## src/rtl/noc_bench_pkg.sv

```systemverilog
// -----------------------------------------------------------------------------
// noc_bench_pkg
// Shared definitions for the mesh traffic injector:
//   - flit field positions (dest / src / reserved / seq)
//   - injector state encoding (IDLE, OFFER, DONE)
//   - default LFSR seed and Galois toggle mask
//   - helpers: one LFSR step, flit packing
// -----------------------------------------------------------------------------
package noc_bench_pkg;

    localparam int FLIT_W   = 32;
    localparam int DEST_LSB = 28;
    localparam int DEST_W   = 4;
    localparam int SRC_LSB  = 24;
    localparam int SRC_W    = 4;
    localparam int RSVD_LSB = 16;
    localparam int RSVD_W   = 8;
    localparam int SEQ_LSB  = 0;
    localparam int SEQ_W    = 16;

    localparam logic [15:0] DEFAULT_SEED = 16'hACE1;

    // Right-shifting Galois form of x^16 + x^14 + x^13 + x^11 + 1.
    localparam logic [15:0] LFSR_TAPS = 16'hB400;

    typedef logic [1:0] state_t;

    localparam state_t ST_IDLE  = 2'd0;
    localparam state_t ST_OFFER = 2'd1;
    localparam state_t ST_DONE  = 2'd2;

    function automatic logic [15:0] lfsr_step(input logic [15:0] v);
        return v[0] ? ((v >> 1) ^ LFSR_TAPS) : (v >> 1);
    endfunction

    function automatic logic [FLIT_W-1:0] pack_flit(
        input logic [DEST_W-1:0] dest,
        input logic [SRC_W-1:0]  src,
        input logic [SEQ_W-1:0]  seq
    );
        logic [FLIT_W-1:0] f;
        f                       = '0;
        f[DEST_LSB +: DEST_W]   = dest;
        f[SRC_LSB  +: SRC_W]    = src;
        f[RSVD_LSB +: RSVD_W]   = '0;
        f[SEQ_LSB  +: SEQ_W]    = seq;
        return f;
    endfunction

endpackage

```

## src/rtl/traffic_injector_if.sv

```systemverilog
// -----------------------------------------------------------------------------
// traffic_injector_if
// Valid/ready flit channel from the injector to the router local port.
//   out_valid  flit offered (injector -> router)
//   out_ready  router accepts flit (router -> injector)
//   out_data   32-bit flit (injector -> router)
// Modports: master = injector side, slave = router side.
// -----------------------------------------------------------------------------
interface traffic_injector_if;
    import noc_bench_pkg::*;

    logic              out_valid;
    logic              out_ready;
    logic [FLIT_W-1:0] out_data;

    modport master (output out_valid, output out_data, input out_ready);
    modport slave  (input out_valid, input out_data, output out_ready);

endinterface

```

## src/rtl/lfsr16.sv

```systemverilog
// -----------------------------------------------------------------------------
// lfsr16
// 16-bit Galois LFSR (x^16 + x^14 + x^13 + x^11 + 1), one step per clock.
//   clk    rising-edge clock
//   reset  asynchronous active-low reset, loads seed
//   seed   value loaded during reset (must be non-zero; tie to a constant)
//   value  current LFSR state
// -----------------------------------------------------------------------------
module lfsr16
    import noc_bench_pkg::*;
(
    input  logic        clk,
    input  logic        reset,
    input  logic [15:0] seed,
    output logic [15:0] value
);

    logic [15:0] value_q;

    // NOTE: sequential state is written with <= so every flop samples the
    // pre-edge values of the others; blocking here would create order races.
    always_ff @(posedge clk or negedge reset) begin
        if (!reset) begin
            value_q <= seed;
        end else begin
            value_q <= lfsr_step(value_q);
        end
    end

    assign value = value_q;

endmodule

```

## src/rtl/traffic_injector.sv

```systemverilog
// -----------------------------------------------------------------------------
// traffic_injector
// Random flit generator for one mesh node. While send is high it rolls an
// LFSR each IDLE cycle; a roll below rate latches a flit and offers it on the
// valid/ready channel until accepted. With send low it parks in DONE.
//
// Parameters: NODE_ID (0..NODES-1), NODES (2..16), SEED (0 -> 16'hACE1)
// Ports:
//   clk         rising-edge clock
//   reset       asynchronous active-low reset (release synchronized inside)
//   send        injection enable
//   rate[8:0]   injection threshold, 0 = never, 256 = every IDLE cycle
//   out_if      master side of traffic_injector_if (out_valid/out_ready/out_data)
//   sent_count  flits accepted since reset (saturating)
//   stall_count cycles with out_valid & !out_ready (saturating), only when
//               INJ_STALL_STATS_EN is defined
//   done        injector parked in DONE
// Optional feature macro: INJ_STALL_STATS_EN
// -----------------------------------------------------------------------------
module traffic_injector
    import noc_bench_pkg::*;
#(
    parameter int          NODE_ID = 0,
    parameter int          NODES   = 9,
    parameter logic [15:0] SEED    = 16'hACE1
) (
    input  logic               clk,
    input  logic               reset,
    input  logic               send,
    input  logic [8:0]         rate,
    traffic_injector_if.master out_if,
    output logic [15:0]        sent_count,
`ifdef INJ_STALL_STATS_EN
    output logic [15:0]        stall_count,
`endif
    output logic               done
);

    localparam logic [15:0] SEED_EFF  = (SEED == 16'd0) ? DEFAULT_SEED : SEED;
    localparam logic [4:0]  NODES_L   = 5'(NODES);
    localparam logic [3:0]  NODE_ID_L = 4'(NODE_ID);
    localparam logic [3:0]  NEXT_NODE = 4'((NODE_ID + 1) % NODES);

    // NOTE: reset asserts asynchronously but releases through one flop, so
    // every flop below leaves reset on the same edge and the first real
    // update lands on the second rising edge after release.
    logic rst_sync_q;

    always_ff @(posedge clk or negedge reset) begin
        if (!reset) begin
            rst_sync_q <= 1'b0;
        end else begin
            rst_sync_q <= 1'b1;
        end
    end

    logic [15:0] lfsr;

    lfsr16 u_lfsr (
        .clk   (clk),
        .reset (rst_sync_q),
        .seed  (SEED_EFF),
        .value (lfsr)
    );

    // Top nibble of the LFSR is never consumed.
    logic unused_lfsr_bits;
    assign unused_lfsr_bits = ^lfsr[15:12];

    // Destination: fold once into range, then skip our own node.
    logic [3:0] dest_sel;
    logic       hit;

    always_comb begin
        dest_sel = lfsr[11:8];
        if ({1'b0, dest_sel} >= NODES_L) begin
            dest_sel = dest_sel - NODES_L[3:0];
        end
        if (dest_sel == NODE_ID_L) begin
            dest_sel = NEXT_NODE;
        end
    end

    assign hit = ({1'b0, lfsr[7:0]} < rate);

    state_t            state_q, state_d;
    logic [FLIT_W-1:0] flit_q,  flit_d;
    logic [15:0]       seq_q,   seq_d;
    logic [15:0]       sent_q,  sent_d;

    // NOTE: every next-state variable is defaulted to its current value first,
    // so paths that do not assign it cannot infer a latch.
    always_comb begin
        state_d = state_q;
        flit_d  = flit_q;
        seq_d   = seq_q;
        sent_d  = sent_q;
        case (state_q)
            ST_IDLE: begin
                if (!send) begin
                    state_d = ST_DONE;
                end else if (hit) begin
                    flit_d  = pack_flit(dest_sel, NODE_ID_L, seq_q);
                    state_d = ST_OFFER;
                end
            end
            ST_OFFER: begin
                // Always returns through IDLE, so two handshakes are never adjacent.
                if (out_if.out_ready) begin
                    seq_d   = seq_q + 16'd1;
                    if (sent_q != 16'hFFFF) begin
                        sent_d = sent_q + 16'd1;
                    end
                    state_d = ST_IDLE;
                end
            end
            ST_DONE: begin
                if (send) begin
                    state_d = ST_IDLE;
                end
            end
            default: state_d = ST_IDLE;
        endcase
    end

    always_ff @(posedge clk or negedge rst_sync_q) begin
        if (!rst_sync_q) begin
            state_q <= ST_IDLE;
            flit_q  <= '0;
            seq_q   <= '0;
            sent_q  <= '0;
        end else begin
            state_q <= state_d;
            flit_q  <= flit_d;
            seq_q   <= seq_d;
            sent_q  <= sent_d;
        end
    end

    assign out_if.out_valid = (state_q == ST_OFFER);
    assign out_if.out_data  = flit_q;
    assign sent_count       = sent_q;
    assign done             = (state_q == ST_DONE);

`ifdef INJ_STALL_STATS_EN
    logic [15:0] stall_q;

    always_ff @(posedge clk or negedge rst_sync_q) begin
        if (!rst_sync_q) begin
            stall_q <= '0;
        end else if (out_if.out_valid && !out_if.out_ready && (stall_q != 16'hFFFF)) begin
            stall_q <= stall_q + 16'd1;
        end
    end

    assign stall_count = stall_q;
`endif

endmodule

```

## src/flat_wrapper.sv

```systemverilog
// flat-port wrapper written by rule: the top's interface ports become plain ports
module traffic_injector_flat import noc_bench_pkg::*;
#(
    parameter int          NODE_ID = 0,
    parameter int          NODES   = 9,
    parameter logic [15:0] SEED    = 16'hACE1
)
  (clk, reset, send, rate, sent_count, done, out_if_out_valid, out_if_out_data, out_if_out_ready);
  traffic_injector_if out_if_i ();
  input  logic clk;
  input  logic reset;
  input  logic send;
  input  logic [8:0] rate;
  output logic [15:0] sent_count;
  output logic done;
  output wire logic [$bits(out_if_i.out_valid)-1:0] out_if_out_valid;
  output wire logic [$bits(out_if_i.out_data)-1:0] out_if_out_data;
  input wire logic [$bits(out_if_i.out_ready)-1:0] out_if_out_ready;
  assign out_if_out_valid = out_if_i.out_valid;
  assign out_if_out_data = out_if_i.out_data;
  assign out_if_i.out_ready = out_if_out_ready;
  traffic_injector #(.NODE_ID(NODE_ID), .NODES(NODES), .SEED(SEED)) u_core (.clk(clk), .reset(reset), .send(send), .rate(rate), .out_if(out_if_i), .sent_count(sent_count), .done(done));
endmodule
```

## config.mk

```make
export PLATFORM = sky130hd
export DESIGN_NAME = traffic_injector_flat
export DESIGN_NICKNAME = d
export VERILOG_FILES = /design/src/rtl/noc_bench_pkg.sv /design/src/rtl/traffic_injector_if.sv /design/src/rtl/lfsr16.sv /design/src/rtl/traffic_injector.sv /design/src/flat_wrapper.sv
export SDC_FILE = /design/constraint.sdc
export NUM_CORES = 1
export LEC_CHECK = 0
export CORE_ASPECT_RATIO = 2
export CORE_MARGIN = 3
export CORE_UTILIZATION = 48
export CTS_BUF_LIST = sky130_fd_sc_hd__clkbuf_4 sky130_fd_sc_hd__clkbuf_8
export CTS_CLUSTER_DIAMETER = 60
export DETAILED_ROUTE_END_ITERATION = 7
export HOLD_SLACK_MARGIN = 0.06
export PLACE_DENSITY = 0.89
export SLEW_MARGIN = 20
export SYNTH_ARGS = -nofsm -noshare
export SYNTH_HDL_FRONTEND = slang
export SYNTH_SLANG_ARGS = --single-unit
```

## constraint.sdc

```tcl
create_clock -name clk -period 2.2 [get_ports clk]
set_input_delay 0.44 -clock clk [delete_from_list [all_inputs] [get_ports clk]]
set_output_delay 0.44 -clock clk [all_outputs]
set_load 0.02 [all_outputs]
```

* Word-level counts from Yosys, hierarchy flattened
Index checks and enable logic that the tools add are counted.
** Operators by class
- Multiplexer cells :: 8
- $add $sub $neg :: 3
- $lt $le $gt $ge :: 2
- Reductions and logical operators :: 6
- Equality and inequality tests :: 6
- Bitwise operators :: 1
** Operator list (number)
- adder 16 x 1 -> 16 bit, second input constant :: 2
- two-way mux 16 bit :: 1
- != test 16 bit, second input constant :: 1
- less-than comparator 8 x 9 -> 1 bit :: 1
- AND reduction 3 bit :: 3
- two-way mux 2 bit :: 4
- two-way mux 4 bit :: 2
- case mux 2 bit (3 select lines) :: 1
- greater-or-equal comparator 4 bit, second input constant :: 1
- zero test 4 bit :: 1
- inverter 3 -> 4 bit :: 1
- subtractor 4 bit, second input constant :: 1
- != test 3 x 2 -> 1 bit, second input constant :: 1
- equality test 2 x 1 -> 1 bit, second input constant :: 1
- equality test 2 bit, second input constant :: 1
- zero test 2 bit :: 1
- != test 2 x 1 -> 1 bit, second input constant :: 1
- != test 2 bit, second input constant :: 1
- AND reduction 2 bit :: 1
** Storage, ports and cells
- Input bits :: 13
- Output and inout port bits :: 50
- Word-level logic and storage cells :: 32
- Flip-flop bits (word level) :: 71

* Longest topological paths before layout
- Depth in word-level cells :: 4
- Gate-level depth with buffers :: 7
- Depth with buffers taken out :: 6

* Worst setup path before layout
Ideal clock, no wire load.
- Path kind :: input to register
- Start :: in rate[3]
- End :: reg u_core.flit_q[1], in the netlist u_core.out_if.out_data[1]
- Required time :: 2.075 ns
- Stages on the path :: 7
- Arrival :: 1.973 ns
- Buffers on the path :: 1
- Setup slack :: 0.102 ns
- Setup time :: 0.125 ns
- Cells stage by stage :: inv_1 -> ha_1 -> o21a_1 -> o2111a_1 -> a221oi_2 -> buf_6 -> mux2_2
** On the way
- Longest elaborated chain between the ends :: 2
** Ends and longest elaborated chain
- from (decl) :: RTL line flat_wrapper.sv:13 : input logic [8:0] rate;
- less-than comparator 8 x 9 -> 1 bit :: RTL line traffic_injector.sv:84 : assign hit = ({1'b0, lfsr[7:0]} < rate);
- AND reduction 3 bit (no source line)
- to (signal assigned) :: RTL line traffic_injector.sv:134 : flit_q <= flit_d;
- to (decl) :: RTL line traffic_injector.sv:87 : logic [FLIT_W-1:0] flit_q, flit_d;
Every way passes these cells.
A chain may end at the register's enable or synchronous reset.

* Worst setup path after layout
- Start :: in rate[6]
- End :: reg u_core.flit_q[5], in the netlist u_core.out_if.out_data[5]
The elaborated chain is that of the path after synthesis.

==> results.txt <==
Status -> finished with violations
Violated checks -> negative setup slack
Setup_tns -> -39.8 ps
Vias in the first global route -> 2303
Crit Path Class -> input port to flip-flop
Period minus WS final -> 2210 ps
Pre-antenna DRT Iters -> 4
DRC viols -> 0
CTS tree -> yes
DR WL met3 -> 353 um
Die ar. -> 0.00769 mm^2
GRT Overall Usage -> 18.9%
Synth top area cells -> dfrtp_1 50%, mux2_2 6.7%, dfstp_2 6.6%, xnor2_1 5.0%, xor2_1 4.7%
FF-to-FF End -> u_core.out_if.out_data[5]
Ys flop type -> dfrtp_1
Pleak -> 2.02 nW
Hold Path Class -> input port to asynchronous set/reset pin
Layout fillers -> 513
CTS root buf -> clkbuf_8
Die Height -> 121 um
Placed Area -> 0.00379 mm^2
Switching Fraction -> 26.8%
Area Growth Syn to Fin -> 31.7%
Critical path required time -> 2420 ps
Post-layout worst setup margin -> -12.2 ps
Pin count of the biggest net entering global routing -> 71
Sequential share of power -> 47.4%
Worst-path clk slew -> 60 ps
Vias/cell -> 5.20
Final core utilization -> 65.8%
Hold Vio Cnt, Final -> 0
Largest fanout on the critical path -> 5
Post-DP HPWL -> 4270 um
Cell Area, Synth -> 0.00318 mm^2
Drt total wl -> 6520 um
Routability congestion estimate -> 0.836
CTS Buf Count -> 9
Worst setup EP type -> flip-flop
Power density over cell area -> 781 mW/mm^2
Global-route wire length before repair -> 11000 um
Final std cells w/o fill -> 419
ANT nets after route -> 0
Die X -> 63.5 um
Leading area contributor after synthesis -> dfrtp_1
Synthesized instance count -> 258
Ant diodes -> 0
Clock power frac -> 32.5%
Post-synth cell types -> 44
Slew Viols, Final -> 0
CTS Sinks -> 71
Yosys reg bits -> 71
RR Startpoint -> u_core.u_lfsr.value[3]
Worst VDD drop -> 0.766 mV
Int Pwr -> 2.39 mW
DR top layer -> met4
Critical Path AT -> 2440 ps
DRT iter0 DRCs -> 115
RSZ-0062 raised after global routing -> true
Initial antenna violation count -> 0
Syn. warnings -> 0
CP startpoint kind -> input port
Starting Density -> 50.0%
EDFF count, synth -> 0
DRT met1 WL -> 2500 um
Clock skew -> 8.71 ps
Wire length on met2 -> 3470 um
Synth Area per Inst -> 12.3 um^2
Period utilization -> 101%
Area of the core -> 0.00636 mm^2
CTS max path bufs -> 2
Global route overflow -> 0
Combinational power share -> 20.2%
# rows -> 41
PortBufs -> 50
Routed WL per cell -> 15.6 um
Fraction of layout cells with a size suffix above 1 -> 20.7%
R2R cell count -> 7
Fmax -> 452 MHz
Placed Cells -> 396
Seq/Total Area, Yosys -> 56.2%
Vias -> 2178
Skew-Pair Late Insertion Delay -> 340 ps
Yosys top cell area share -> 49.6%
FF-to-FF setup slack -> 20 ps
Net Sw Power -> 875 uW
Nets -> 352
CTS H-tree lvls -> 3
Final instance area -> 0.00419 mm^2
Final setup violating endpoints -> 4
I/O pins -> 63
Synth async-reset ratio -> 100%
MaxCap Viol Count -> 0
-- cell families (layout without fill, tap and decap cells) --
logic type | Yosys count | in the layout | share of synthesized area, %
xor gates and xnor gates | 35 | 35 | 9.65
DFF | 71 | 71 | 56.2
and+or+nand+nor | 74 | 74 | 13.1
other | 2 | 13 | 0.236
adders and majority gates | 11 | 11 | 4.33
muxes | 21 | 21 | 7.40
AOI/OAI and AO/OA | 14 | 14 | 3.62
buffers and inverters | 30 | 94 | 5.47
-- through the flow --
step / hold WS, ps / setup WS (ps) / power [mW]
finish: 237 / -12.2 / 3.27
floorplan: 144 / 60.5 / 1.89
detailed placement: 300 / -451 / 2.14
global placement: 290 / -407 / 2.12
global route: 239 / -64.3 / 3.42
CTS: 224 / 9.18 / 3.29
-- cell usage in the layout (no fill, tap or decap), drive strengths merged, types with 9 or more instances in the layout --
master,instances
dfrtp,63
clkdlybuf4s50,46
mux2,20
xnor2,18
xor2,17
clkbuf,15
nand2,14
buf,14
conb,13
inv,13
nand3,12
ha,11
nand4,9
-- power groups by stage --
stage	registers (mW)	logic [mW]	clock network, mW
finish	1.55	0.659	1.06
global route	1.57	0.723	1.13
CTS	1.55	0.661	1.08
detailed placement	1.57	0.571	0
global placement	1.56	0.557	0
floorplan	1.64	0.243	0
-- worst max-delay path by stage --
stage                                 end  slack, ps              startpoint  cells past startpoint
2_1_floorplan   u_core.out_if.out_data[0]         60       u_core.rst_sync_q                      0
6_report        u_core.out_if.out_data[5]        -10                 rate[6]                      8
5_1_grt        u_core.out_if.out_data[14]        -60  u_core.u_lfsr.value[3]                      7
3_5_place_dp    u_core.out_if.out_data[3]       -450                 rate[3]                      8
3_3_place_gp   u_core.out_if.out_data[11]       -410                 rate[4]                      8
4_1_cts        u_core.out_if.out_data[14]          9                 rate[7]                      9
-- cell type report --
class / instances / area [um^2] / area share, %
inverter: 13 / 48.8 / 1.17
timing repair buffer: 65 / 709 / 16.9
sequential: 71 / 1790 / 42.7
multi-input combinational: 168 / 1330 / 31.7
clock buffer: 15 / 175 / 4.18
tap: 86 / 108 / 2.57
clock inverter: 1 / 30.0 / 0.717
-- cells in the mapped netlist (2+ instances only) --
| master | n |
|---|---|
| clkbuf_1 | 2 |
| mux2_2 | 19 |
| dfstp_2 | 8 |
| nor2b_1 | 5 |
| nor3b_1 | 2 |
| and4_1 | 4 |
| buf_6 | 2 |
| nor2_1 | 5 |
| nand3b_1 | 2 |
| xnor2_1 | 18 |
| xor2_1 | 17 |
| conb_1 | 2 |
| a21o_1 | 3 |
| nand4_1 | 9 |
| nand2_1 | 14 |
| buf_4 | 12 |
| nor3_1 | 8 |
| dfrtp_1 | 63 |
| nand3_1 | 12 |
| or2_2 | 2 |
| nor4_1 | 4 |
| inv_1 | 13 |
| ha_1 | 11 |
-- registers in the layout (all words and copies together), names as in the netlist --
signal                  flops
u_core.out_if.out_data     20
u_core.rst_sync_q           1
u_core.sent_count          16
u_core.seq_q               16
u_core.state_q              2
u_core.u_lfsr.value        16
-- routing by layer --
metal,vias to the layer above,global-route usage [%]
met4,0,11.6
li1,1008,-
met2,60,31.5
met3,16,4.26
met1,1094,21.6
met5,-,0
-- critical path: stages --
cell and delay [ps]:
clkdlybuf4s50_1 470, inv_1 40, ha_1 280, a21o_1 200, a221oi_2 260, buf_4 170
bufbuf_16 260, mux2_2 320
-- timing repair --
action                     CTS  global route
cloned                       3             0
setup endpoints to repair   20            20
buffers inserted             4             1
pin swaps                    9             7
gates resized for setup     15             9
hold buffers                 0             0
Note: power is estimated with default switching activity, not from simulation.
